`src/rtl/bram_arbiter_if.sv`:
```
// Bundle of requester, BRAM and status signals around the two-port BRAM arbiter.
// slave = arbiter side, master = client/BRAM side.
interface bram_arbiter_if #(
  parameter int ADDR_SZ = 8,
  parameter int DATA_SZ = 16
);
  logic               r0_req;
  logic               r0_wr;
  logic [ADDR_SZ-1:0] r0_addr;
  logic [DATA_SZ-1:0] r0_wdata;
  logic               r0_ack;
  logic [DATA_SZ-1:0] r0_rdata;

  logic               r1_req;
  logic               r1_wr;
  logic [ADDR_SZ-1:0] r1_addr;
  logic [DATA_SZ-1:0] r1_wdata;
  logic               r1_ack;
  logic [DATA_SZ-1:0] r1_rdata;

  logic               bram_wr_en;
  logic [ADDR_SZ-1:0] bram_waddr;
  logic [DATA_SZ-1:0] bram_wdata;
  logic               bram_rd_en;
  logic [ADDR_SZ-1:0] bram_raddr;
  logic [DATA_SZ-1:0] bram_rdata;
  logic               busy;

  modport slave (
    input  r0_req, r0_wr, r0_addr, r0_wdata,
    input  r1_req, r1_wr, r1_addr, r1_wdata,
    input  bram_rdata,
    output r0_ack, r0_rdata, r1_ack, r1_rdata,
    output bram_wr_en, bram_waddr, bram_wdata, bram_rd_en, bram_raddr,
    output busy
  );

  modport master (
    output r0_req, r0_wr, r0_addr, r0_wdata,
    output r1_req, r1_wr, r1_addr, r1_wdata,
    output bram_rdata,
    input  r0_ack, r0_rdata, r1_ack, r1_rdata,
    input  bram_wr_en, bram_waddr, bram_wdata, bram_rd_en, bram_raddr,
    input  busy
  );
endinterface

```
`src/rtl/bram_arbiter.sv`:
```
// Round-robin arbiter sharing one single-port, 1-cycle-read BRAM between two requesters.
// Each access takes IDLE -> BUSY (strobe) -> DONE (ack), i.e. one access per 3 cycles.
module bram_arbiter #(
  parameter int ADDR_SZ = 8,
  parameter int DATA_SZ = 16
) (
  input  logic         clk,
  input  logic         rst,
  bram_arbiter_if.slave bus
);
  typedef enum logic [1:0] {IDLE, BUSY, DONE} state_t;

  state_t             state_reg, state_next;
  logic               owner_reg, owner_next;
  logic               last_owner_reg, last_owner_next;
  logic               wr_en_reg, wr_en_next;
  logic               rd_en_reg, rd_en_next;
  logic [ADDR_SZ-1:0] waddr_reg, waddr_next;
  logic [DATA_SZ-1:0] wdata_reg, wdata_next;
  logic [ADDR_SZ-1:0] raddr_reg, raddr_next;
  logic               ack0_reg, ack0_next;
  logic               ack1_reg, ack1_next;
  logic               busy_reg, busy_next;

  logic               winner;
  logic               win_wr;
  logic [ADDR_SZ-1:0] win_addr;
  logic [DATA_SZ-1:0] win_wdata;

  // On a tie the side that did not own the previous access wins.
  assign winner    = (bus.r0_req && bus.r1_req) ? ~last_owner_reg : bus.r1_req;
  assign win_wr    = winner ? bus.r1_wr    : bus.r0_wr;
  assign win_addr  = winner ? bus.r1_addr  : bus.r0_addr;
  assign win_wdata = winner ? bus.r1_wdata : bus.r0_wdata;

  always_comb begin
    state_next      = state_reg;
    owner_next      = owner_reg;
    last_owner_next = last_owner_reg;
    wr_en_next      = 1'b0;
    rd_en_next      = 1'b0;
    waddr_next      = waddr_reg;
    wdata_next      = wdata_reg;
    raddr_next      = raddr_reg;
    ack0_next       = 1'b0;
    ack1_next       = 1'b0;
    case (state_reg)
      IDLE: begin
        if (bus.r0_req || bus.r1_req) begin
          owner_next      = winner;
          last_owner_next = winner;
          state_next      = BUSY;
          if (win_wr) begin
            wr_en_next = 1'b1;
            waddr_next = win_addr;
            wdata_next = win_wdata;
          end else begin
            rd_en_next = 1'b1;
            raddr_next = win_addr;
          end
        end
      end
      BUSY: begin
        state_next = DONE;
        ack0_next  = ~owner_reg;
        ack1_next  = owner_reg;
      end
      DONE:    state_next = IDLE;
      default: state_next = IDLE;
    endcase
    busy_next = (state_next != IDLE);
  end

  always_ff @(posedge clk) begin
    if (rst) begin
      state_reg      <= IDLE;
      owner_reg      <= 1'b0;
      last_owner_reg <= 1'b1;
      wr_en_reg      <= 1'b0;
      rd_en_reg      <= 1'b0;
      waddr_reg      <= '0;
      wdata_reg      <= '0;
      raddr_reg      <= '0;
      ack0_reg       <= 1'b0;
      ack1_reg       <= 1'b0;
      busy_reg       <= 1'b0;
    end else begin
      state_reg      <= state_next;
      owner_reg      <= owner_next;
      last_owner_reg <= last_owner_next;
      wr_en_reg      <= wr_en_next;
      rd_en_reg      <= rd_en_next;
      waddr_reg      <= waddr_next;
      wdata_reg      <= wdata_next;
      raddr_reg      <= raddr_next;
      ack0_reg       <= ack0_next;
      ack1_reg       <= ack1_next;
      busy_reg       <= busy_next;
    end
  end

  assign bus.bram_wr_en = wr_en_reg;
  assign bus.bram_waddr = waddr_reg;
  assign bus.bram_wdata = wdata_reg;
  assign bus.bram_rd_en = rd_en_reg;
  assign bus.bram_raddr = raddr_reg;
  assign bus.r0_ack     = ack0_reg;
  assign bus.r1_ack     = ack1_reg;
  assign bus.busy       = busy_reg;
  // Read data is the BRAM output steered to the acked side only.
  assign bus.r0_rdata   = ack0_reg ? bus.bram_rdata : '0;
  assign bus.r1_rdata   = ack1_reg ? bus.bram_rdata : '0;
endmodule

```
`src/flat_wrapper.sv`:
```
// flat-port wrapper written by rule: the top's interface ports become plain ports
module bram_arbiter_flat 
#(
  parameter int ADDR_SZ = 8,
  parameter int DATA_SZ = 16
)
  (clk, rst, bus_r0_req, bus_r0_wr, bus_r0_addr, bus_r0_wdata, bus_r1_req, bus_r1_wr, bus_r1_addr, bus_r1_wdata, bus_bram_rdata, bus_r0_ack, bus_r0_rdata, bus_r1_ack, bus_r1_rdata, bus_bram_wr_en, bus_bram_waddr, bus_bram_wdata, bus_bram_rd_en, bus_bram_raddr, bus_busy);
  bram_arbiter_if #(.ADDR_SZ(ADDR_SZ), .DATA_SZ(DATA_SZ)) bus_i ();
  input  logic clk;
  input  logic rst;
  input wire logic [$bits(bus_i.r0_req)-1:0] bus_r0_req;
  input wire logic [$bits(bus_i.r0_wr)-1:0] bus_r0_wr;
  input wire logic [$bits(bus_i.r0_addr)-1:0] bus_r0_addr;
  input wire logic [$bits(bus_i.r0_wdata)-1:0] bus_r0_wdata;
  input wire logic [$bits(bus_i.r1_req)-1:0] bus_r1_req;
  input wire logic [$bits(bus_i.r1_wr)-1:0] bus_r1_wr;
  input wire logic [$bits(bus_i.r1_addr)-1:0] bus_r1_addr;
  input wire logic [$bits(bus_i.r1_wdata)-1:0] bus_r1_wdata;
  input wire logic [$bits(bus_i.bram_rdata)-1:0] bus_bram_rdata;
  output wire logic [$bits(bus_i.r0_ack)-1:0] bus_r0_ack;
  output wire logic [$bits(bus_i.r0_rdata)-1:0] bus_r0_rdata;
  output wire logic [$bits(bus_i.r1_ack)-1:0] bus_r1_ack;
  output wire logic [$bits(bus_i.r1_rdata)-1:0] bus_r1_rdata;
  output wire logic [$bits(bus_i.bram_wr_en)-1:0] bus_bram_wr_en;
  output wire logic [$bits(bus_i.bram_waddr)-1:0] bus_bram_waddr;
  output wire logic [$bits(bus_i.bram_wdata)-1:0] bus_bram_wdata;
  output wire logic [$bits(bus_i.bram_rd_en)-1:0] bus_bram_rd_en;
  output wire logic [$bits(bus_i.bram_raddr)-1:0] bus_bram_raddr;
  output wire logic [$bits(bus_i.busy)-1:0] bus_busy;
  assign bus_i.r0_req = bus_r0_req;
  assign bus_i.r0_wr = bus_r0_wr;
  assign bus_i.r0_addr = bus_r0_addr;
  assign bus_i.r0_wdata = bus_r0_wdata;
  assign bus_i.r1_req = bus_r1_req;
  assign bus_i.r1_wr = bus_r1_wr;
  assign bus_i.r1_addr = bus_r1_addr;
  assign bus_i.r1_wdata = bus_r1_wdata;
  assign bus_i.bram_rdata = bus_bram_rdata;
  assign bus_r0_ack = bus_i.r0_ack;
  assign bus_r0_rdata = bus_i.r0_rdata;
  assign bus_r1_ack = bus_i.r1_ack;
  assign bus_r1_rdata = bus_i.r1_rdata;
  assign bus_bram_wr_en = bus_i.bram_wr_en;
  assign bus_bram_waddr = bus_i.bram_waddr;
  assign bus_bram_wdata = bus_i.bram_wdata;
  assign bus_bram_rd_en = bus_i.bram_rd_en;
  assign bus_bram_raddr = bus_i.bram_raddr;
  assign bus_busy = bus_i.busy;
  bram_arbiter #(.ADDR_SZ(ADDR_SZ), .DATA_SZ(DATA_SZ)) u_core (.clk(clk), .rst(rst), .bus(bus_i));
endmodule
```
`config.mk`:
```
export PLATFORM = sky130hd
export DESIGN_NAME = bram_arbiter_flat
export DESIGN_NICKNAME = d
export VERILOG_FILES = /design/src/rtl/bram_arbiter_if.sv /design/src/rtl/bram_arbiter.sv /design/src/flat_wrapper.sv
export SDC_FILE = /design/constraint.sdc
export NUM_CORES = 1
export LEC_CHECK = 0
export BUFFER_PORTS_ARGS = -buffer_cell sky130_fd_sc_hd__buf_2
export CORE_AREA = 5 5 80 82
export CTS_BUF_LIST = sky130_fd_sc_hd__clkbuf_4 sky130_fd_sc_hd__clkbuf_8 sky130_fd_sc_hd__clkbuf_16
export CTS_CLUSTER_SIZE = 14
export DETAILED_ROUTE_END_ITERATION = 6
export DIE_AREA = 0 0 85 87
export GPL_TIMING_DRIVEN = 0
export PLACE_DENSITY = 0.74
export SYNTH_ARGS = -nofsm -noshare
export SYNTH_HDL_FRONTEND = slang
export SYNTH_SLANG_ARGS = --single-unit
```
`constraint.sdc`:
```
create_clock -name clk -period 2.2 [get_ports clk]
set_clock_uncertainty 0.2 [all_clocks]
set_input_delay 0.44 -clock clk [delete_from_list [all_inputs] [get_ports clk]]
set_output_delay 0.44 -clock clk [all_outputs]
set_load 0.02 [all_outputs]
```
==> results of run 1 <==
==> kinds of logic (layout without fill, tap and decap cells) <==
logic type	count (synthesis)	count (layout)	synth area share, %
buffers and inverters	53	196	10.0
AND/OR/NAND/NOR	110	110	29.2
flip-flops	41	41	34.8
multiplexers	1	1	0.425
AO/OA/AOI/OAI	70	70	25.5
==> metrics by stage <==
| stage | hold WS (ns) | instances | worst slack, ns |
|---|---|---|---|
| floorplan | 0.205 | 275 | 0.430 |
| global placement | 0.224 | 485 | 0.103 |
| detailed placement | 0.238 | 485 | 0.0533 |
| CTS | 0.233 | 493 | 0.170 |
| global route | 0.227 | 493 | 0.0429 |
| finish | 0.234 | 493 | 0.204 |
==> final timing paths <==
path / start / endpoint / depth (start not counted)
setup / recovery: u_core.bus.r1_ack / bus_r1_rdata[13] / 3
hold / removal: bus_r0_addr[0] / u_core.bus.bram_raddr[0] / 3
setup reg to reg: u_core.last_owner_reg / u_core.bus.bram_waddr[3] / 5
hold reg to reg: u_core.owner_reg / u_core.bus.r0_ack / 1
==> worst max-delay path: cells and delay by family (launching register included) <==
kind | cells | cell delay, ns
buffers and inverters | 2 | 0.43
DFF | 1 | 0.44
and+or+nand+nor | 1 | 0.18
==> power by group <==
part | switching (uW) | leakage (uW) | total [uW] | internal (uW)
Sequential | 36.9 | 0.000338 | 853 | 817
Clock | 284 | 0.0000681 | 735 | 451
Combinational | 373 | 0.00111 | 614 | 241
Total | 694 | 0.00152 | 2200 | 1510
==> placed cells by master (no fill, tap or decap), drive strengths merged <==
master,Yosys,routed
buf,11,146
nand3b,49,49
dfxtp,41,41
and2,34,34
a21oi,33,33
inv,25,25
a211oi,24,24
clkbuf,17,22
nand2,20,20
a311oi,8,8
nor2,4,4
o21ai,2,2
bufinv,0,2
a21bo,1,1
mux2i,1,1
o21a,1,1
nand2b,1,1
a21boi,1,1
nor3,1,1
and3,1,1
clkinv,0,1
==> area by class of cell <==
type,instances,area [sq um]
Buffer,28,143
Tap cell,75,93.8
Clock buffer,5,68.8
Sequential cell,41,821
Fill cell,546,2420
Multi-Input combinational cell,181,1300
Timing Repair Buffer,135,676
Inverter,25,93.8
Clock inverter,3,65.1
==> layer usage <==
metal  up-vias  GRT usage (%)
met4         0           4.75
li1       1227              -
met2       113           32.6
met3         6           6.91
met1      1153           23.1
met5         -              0
==> qor.yml, run 1 <==
arrival_ns: 1.36
fin_area_sq_mm: 0.00326
leakagePower_uw: 0.00152
postPlaceCellArea_sq_mm: 0.00313
seq_area_frac_synth_pct: 34.8
synth-seq-cells: 41
synth_cell_types: 23
final_util_pct: 57.4
synth_fp_nets: 345
startpoint_type: "flip-flop"
numClockSinks: 41
slowest_delay_ns: 0.44
synthTopCellsByCount: "nand3b_1 (49), dfxtp_1 (41), and2_1 (34), a21oi_1 (33), inv_1 (25)"
slew_viol_final: 0
first_iter_violations: 136
fmax_ghz: 0.501
postCtsHoldBufs: 0
grt_max_degree: 14
synth_warnings: 0
vias_per_cell: 5.07
wl_met1_um: 2980
grt_use_total_pct: 19.2
slowest_stage: "dfxtp_1"
syn_inst: 275
maxCapViolCount: 0
cp-end-kind: "output pin"
drtAntennaViolNets: 0
grt_setup_unrepaired: "no"
power_density_mw_per_mm2: 676
critPathKind: "reg -> out"
maxSlewHeadroom_pct: 50.8
synth_area_sq_mm: 0.00236
routed_wl_um: 7270
cts_setup_buffers: 0
setup-violations-final: 0
hold_viol_final: 0
grt_overflow: 0
first_pass_iters: 4
avgSynthCellArea_sq_um: 8.57
cts_root_buf: "clkbuf_8"
grt_pass1_vias: 2350
finalNetCount: 487
wire_per_inst_um: 14.7
tns_ns: 0
synthTopCellsByArea: "dfxtp_1 (35%), nand3b_1 (16%), a211oi_2 (11%)"
antenna_found_initial: 0
gp_congestion: 0.855
synth.largest_area_cell: "dfxtp_1"
synth_top_area_share_pct: 34.8
largest_register_ffs: 16
status: "finished, final reports clean"
cts.path.max_buffers: 2
synth_async_sr_flop_share_pct: 0
top_layer: "met4"
cp_max_fo: 10
io_buffers: 135
post-route-period-util_pct: 90.7
cts_tree: "yes"
insertion_delay_ns: 0.30
h-tree-depth: 2
drc_errors: 0
yosysMostFrequentCell: "nand3b_1"
ys.flop_type: "dfxtp_1"
cts_made_buffers: 5
required_ns: 1.56
grt_pass1_wl_um: 11500
io_pins: 139
ir_drop_v: 0.000375
die_width_um: 85
tightest_slew_ns: 0.737
vias: 2499
power_uw: 2200
period_minus_slack_ns: 2.00
core-area_sq_mm: 0.00568
path_clk_slew_ns: 0.08
area_growth_pct: 38.3
drive_gt1_share_pct: 43.1
initial_core_util_pct: 41.5
floorplan.rows: 28
cts.repair.resized: 0
antenna-diode-count: 0
dieArea_sq_mm: 0.00740
place_hpwl_um: 5620
synth-edff-count: 0
dr_wl_met3_um: 789
route.met2.wl_um: 3440
hold_class: "in -> reg"
ff2ff_setup_slack_ns: 0.32
die_h_um: 87
cp_cell_sequence: "clkbuf_1 > and2_1 > buf_2"
No activity file was read; power rests on OpenSTA's default activity.
==> run 2, diff against run 1 <==
- CORE_AREA: 5 5 80 82 -> 5 5 79 81
- CTS_BUF_LIST: sky130_fd_sc_hd__clkbuf_4 sky130_fd_sc_hd__clkbuf_8 sky130_fd_sc_hd__clkbuf_16 -> sky130_fd_sc_hd__clkbuf_8
- DIE_AREA: 0 0 85 87 -> 0 0 84 86
- PLACE_DENSITY: 0.74 -> 0.76
==> qor.yml, run 2 (synthesized netlist as in run 1, its figures left out) <==
period_minus_slack_ns: 2.01  # +0.0154 ns
grt_setup_unrepaired: "no"
floorplan.rows: 27  # -3.6%
dieArea_sq_mm: 0.00722  # -2.3%
initial_core_util_pct: 43.6  # +2.1 points
grt_max_degree: 14  # unchanged
slew_viol_final: 0  # unchanged
power_density_mw_per_mm2: 608  # -10%
h-tree-depth: 2  # unchanged
gp_congestion: 0.811  # -5.1%
maxSlewHeadroom_pct: 50.8  # about the same
seqPwrFrac_pct: 43.8  # +5.0 points
post-place-ws_ns: 0.123  # +0.0693 ns
layout_commonest_cell: "buf_2"
hold_class: "in -> reg"
fmax_ghz: 0.497  # -0.76%
holdWs_ns: 0.238  # +0.00319 ns
internal_power_uw: 1280  # -15%
core-area_sq_mm: 0.00541  # -4.8%
drtAntennaViolNets: 0  # unchanged
cp-end-kind: "output pin"
cts_root_buf: "clkbuf_8"
tightest_slew_ns: 0.738  # +0.000737 ns
insertion_delay_ns: 0.29  # about the same
final_cell_mix: "buf_2 (138), nand3b_1 (49), dfxtp_1 (41)"
area_growth_pct: 36.2
hold_viol_final: 0  # unchanged
setup-violations-final: 0  # unchanged
startpoint: "u_core.bus.r1_ack"
fillers: 511  # -6.4%
grt_pass1_vias: 2342  # -0.34%
first_iter_violations: 138  # +1.5%
postCtsHoldBufs: 0  # unchanged
cts_made_buffers: 5  # unchanged
path_clk_slew_ns: 0.08  # about the same
cts_setup_buffers: 0  # unchanged
postPlaceCellArea_sq_mm: 0.00312  # -0.12%
combPwrFrac_pct: 31.2  # +3.3 points
ff2ff_path_depth: 5  # unchanged
drc_errors: 0  # unchanged
vias: 2482  # -0.68%
routed_wl_um: 7030  # -3.3%
multi_input_area_sq_mm: 0.00130  # unchanged
clkPwrFrac_pct: 25.1  # -8.3 points
wire_per_inst_um: 14.4  # -2.7%
numClockSinks: 41  # unchanged
antenna-diode-count: 0  # unchanged
cts.path.max_buffers: 2  # unchanged
hold_path_depth: 3  # unchanged
first_pass_iters: 4  # unchanged
maxCapViolCount: 0  # unchanged
cts.repair.resized: 0  # unchanged
grt_overflow: 0  # unchanged
die_h_um: 86  # -1.1%
reg2reg_from: "u_core.last_owner_reg"
post-route-period-util_pct: 91.4  # +0.70 points
largest_register_ffs: 16  # unchanged
place_hpwl_um: 5610  # -0.14%
tns_ns: 0  # unchanged
drive_gt1_share_pct: 43.1  # unchanged
io_pins: 139  # unchanged
vias_per_cell: 5.07  # about the same
ff_latch_area_sq_um: 821  # unchanged
ir_drop_v: 0.000441  # +18%
grt_pass1_wl_um: 11200  # -2.2%
leakagePower_uw: 0.00149  # -1.6%
power_switching_share_pct: 34.5  # +3.0 points
critPathKind: "reg -> out"
io_buffers: 135  # unchanged
antenna_found_initial: 0  # unchanged
startpoint_type: "flip-flop"
fin_area_sq_mm: 0.00321  # -1.6%
required_ns: 1.56  # about the same
cp_max_fo: 10  # unchanged
arrival_ns: 1.37  # about the same
hp-start: "bus_r1_addr[1]"
finalNetCount: 487  # unchanged
timing.final.ws_setup_ns: 0.189  # -0.0154 ns
status: "finished, final reports clean"
cts_tree: "yes"
grt_use_total_pct: 19.0  # -0.16 points
die_width_um: 84  # -1.2%
switchingPower_uw: 673  # -2.9%
[run 2: path summary, 6_finish.rpt]
check / end / slack [ns]
max: bus_r1_rdata[11] / 0.19
min: u_core.bus.bram_raddr[1] / 0.24
max reg2reg: u_core.bus.bram_wdata[9] / 0.37
min reg2reg: u_core.bus.bram_waddr[5] / 0.26
[run 2: area by class of cell]
class,count,share of cell area [%]
clock buffer,5,2.15
buffer,28,4.45
timing repair buffer,135,21.1
tap,72,2.81
clock inverter,3,0.546
sequential,41,25.6
multi-input combinational,181,40.5
inverter,25,2.93
[run 2: power by group through the flow]
stage	clock [uW]	sequential (uW)	combinational, uW
global placement	0	868	602
CTS	497	854	611
global route	537	863	662
detailed placement	0	871	610
finish	488	854	607
floorplan	0	953	315
[run 2: through the flow]
stage	total power, uW	utilization, %	cells
final	1950	59.4	490
after global routing	2060	59.4	490
after CTS	1960	59.4	490
after detailed placement	1480	57.8	482
after global placement	1470	57.8	482
after floorplan	1270	-	275
[run 2: routing by layer]
metal	track usage, %	wire (um)	up-vias
li1	-	-	1224
met1	21.5	2850	1121
met2	33.0	3260	129
met3	7.97	855	8
met4	5.12	69	0
met5	0	0	-
[run 2: critical path, cell delays in order (launching register included)]
cell and delay [ns]:
dfxtp_1 0.43, clkbuf_1 0.31, and2_1 0.18, buf_2 0.16
==> run 3, diff against run 2 <==
- BUFFER_PORTS_ARGS: -buffer_cell sky130_fd_sc_hd__buf_2 -> not set
- CORE_AREA: 5 5 79 81 -> 5 5 67 69
- DIE_AREA: 0 0 84 86 -> 0 0 72 74
- DONT_BUFFER_PORTS: not set -> 1
- PLACE_DENSITY: 0.76 -> 0.74
==> qor.yml, run 3 (synthesized netlist as in run 1, its figures left out) <==
tightest_slew_ns: 0.702  # -0.0363 ns
leakagePower_uw: 0.000880  # -41%
numClockSinks: 41  # unchanged
cp_max_fo: 10  # unchanged
hold_class: "in -> reg"
status: "finished, final reports clean"
cts_tree: "yes"
antenna_found_initial: 0  # unchanged
grt_max_degree: 13  # -1
startpoint_type: "flip-flop"
hold_viol_final: 0  # unchanged
layout_commonest_cell: "nand3b_1"
tns_ns: 0  # unchanged
reg2reg_from: "u_core.last_owner_reg"
io_buffers: 0  # -100%
first_pass_iters: 4  # unchanged
cp-end-kind: "output pin"
cts.path.max_buffers: 2  # unchanged
ff2ff_path_depth: 5  # unchanged
period_minus_slack_ns: 2.07  # +0.0559 ns
grt_pass1_vias: 1843  # -21%
die_width_um: 72  # -14%
gp_congestion: 0.736  # -9.3%
insertion_delay_ns: 0.29  # about the same
io_pins: 139  # unchanged
post-route-period-util_pct: 93.9  # +2.5 points
area_growth_pct: 6.96
required_ns: 1.56  # about the same
final_util_pct: 65.3  # +6.0 points
maxCapViolCount: 0  # unchanged
core-area_sq_mm: 0.00386  # -29%
fillers: 342  # -33%
wire_per_inst_um: 18.8  # +31%
largest_register_ffs: 16  # unchanged
slew_viol_final: 0  # unchanged
dieArea_sq_mm: 0.00533  # -26%
floorplan.rows: 23  # -15%
cts.repair.resized: 0  # unchanged
critPathTopFamily: "flip-flops"
vias: 2003  # -19%
crit_end: "bus_r1_rdata[7]"
drc_errors: 0  # unchanged
path_buf_inv: 1  # -1
vias_per_cell: 6.02  # +19%
critPathKind: "reg -> out"
arrival_ns: 1.43  # +0.06 ns
h-tree-depth: 2  # unchanged
fmax_ghz: 0.484  # -2.7%
maxSlewHeadroom_pct: 53.2  # +2.4 points
cts_root_buf: "clkbuf_8"
drtAntennaViolNets: 0  # unchanged
power_density_mw_per_mm2: 744  # +23%
place_hpwl_um: 4840  # -14%
ir_drop_v: 0.000437  # -0.91%
ff2ff_setup_slack_ns: 0.37  # about the same
path_clk_slew_ns: 0.08  # about the same
slowest_stage: "dfxtp_1"
grt_pass1_wl_um: 9320  # -17%
startpoint: "u_core.bus.r1_ack"
final_cell_mix: "nand3b_1 (49), dfxtp_1 (41), and2_1 (34)"
worst-path-stages: 2  # -1
grt_overflow: 0  # unchanged
r2r_end: "u_core.bus.bram_wdata[6]"
antenna-diode-count: 0  # unchanged
setup-violations-final: 0  # unchanged
cts_made_buffers: 5  # unchanged
drive_gt1_share_pct: 15.9  # -27 points
routed_wl_um: 6250  # -11%
grt_setup_unrepaired: "no"
grt_use_total_pct: 22.8  # +3.8 points
die_h_um: 74  # -14%
finalNetCount: 352  # -28%
postCtsHoldBufs: 0  # unchanged
first_iter_violations: 71  # -49%
cts_setup_buffers: 0  # unchanged
initial_core_util_pct: 61.1  # +18 points
cp_cell_sequence: "clkbuf_1 > and2_1"
slowest_delay_ns: 0.54  # +0.11 ns
run 3: worst min-delay path by stage:
stage | end | depth (start not counted) | start | slack (ns)
floorplan | u_core.bus.r0_ack | 1 | u_core.owner_reg | 0.21
global placement | u_core.bus.r0_ack | 1 | u_core.owner_reg | 0.24
detailed placement | u_core.bus.r0_ack | 1 | u_core.owner_reg | 0.24
CTS | u_core.bus.bram_raddr[5] | 2 | bus_r1_addr[5] | 0.12
global route | u_core.bus.bram_raddr[3] | 2 | bus_r1_addr[3] | 0.12
finish | u_core.bus.bram_raddr[4] | 2 | bus_r1_addr[4] | 0.13
run 3: where the power goes:
group	leakage (uW)	internal [uW]	switching, uW
clock network	0.0000542	284	262
logic	0.000487	148	230
registers	0.000338	817	135
total	0.000880	1250	627
run 3: per-layer routing:
| metal | GRT usage [%] | vias up | wire length (um) |
|---|---|---|---|
| met5 | 0 | - | 0 |
| met4 | 6.26 | 0 | 75 |
| met3 | 9.46 | 7 | 694 |
| met2 | 41.2 | 92 | 3140 |
| met1 | 24.7 | 949 | 2350 |
| li1 | - | 955 | - |
run 3: worst reg2reg max path: stages (launching register included):
cell and delay, ns:
dfxtp_1 0.33, a21boi_1 0.36, clkbuf_1 0.42, nand3b_1 0.13, a21oi_1 0.18, a211oi_2 0.06
run 3: stage by stage:
| stage | hold WS (ns) | instances | setup slack [ns] | instance area, sq um | total power [uW] |
|---|---|---|---|---|---|
| finish | 0.125 | 333 | 0.133 | 2520 | 1880 |
| global route | 0.117 | 333 | 0.0226 | 2520 | 1970 |
| CTS | 0.124 | 333 | 0.108 | 2520 | 1880 |
| detailed placement | 0.235 | 325 | 0.232 | 2420 | 1350 |
| global placement | 0.235 | 325 | 0.207 | 2420 | 1340 |
| floorplan | 0.205 | 275 | 0.430 | 2360 | 1270 |
run 3: final cells by class:
type                    instances  area [sq um]  area share [%]
clock inverters                 1          5.00           0.199
multi-input cells             181          1300            51.5
well taps                      50          62.6            2.48
flip-flops and latches         41           821            32.6
plain buffers                  28           143            5.66
inverters                      25          93.8            3.72
clock buffers                   7          96.3            3.82
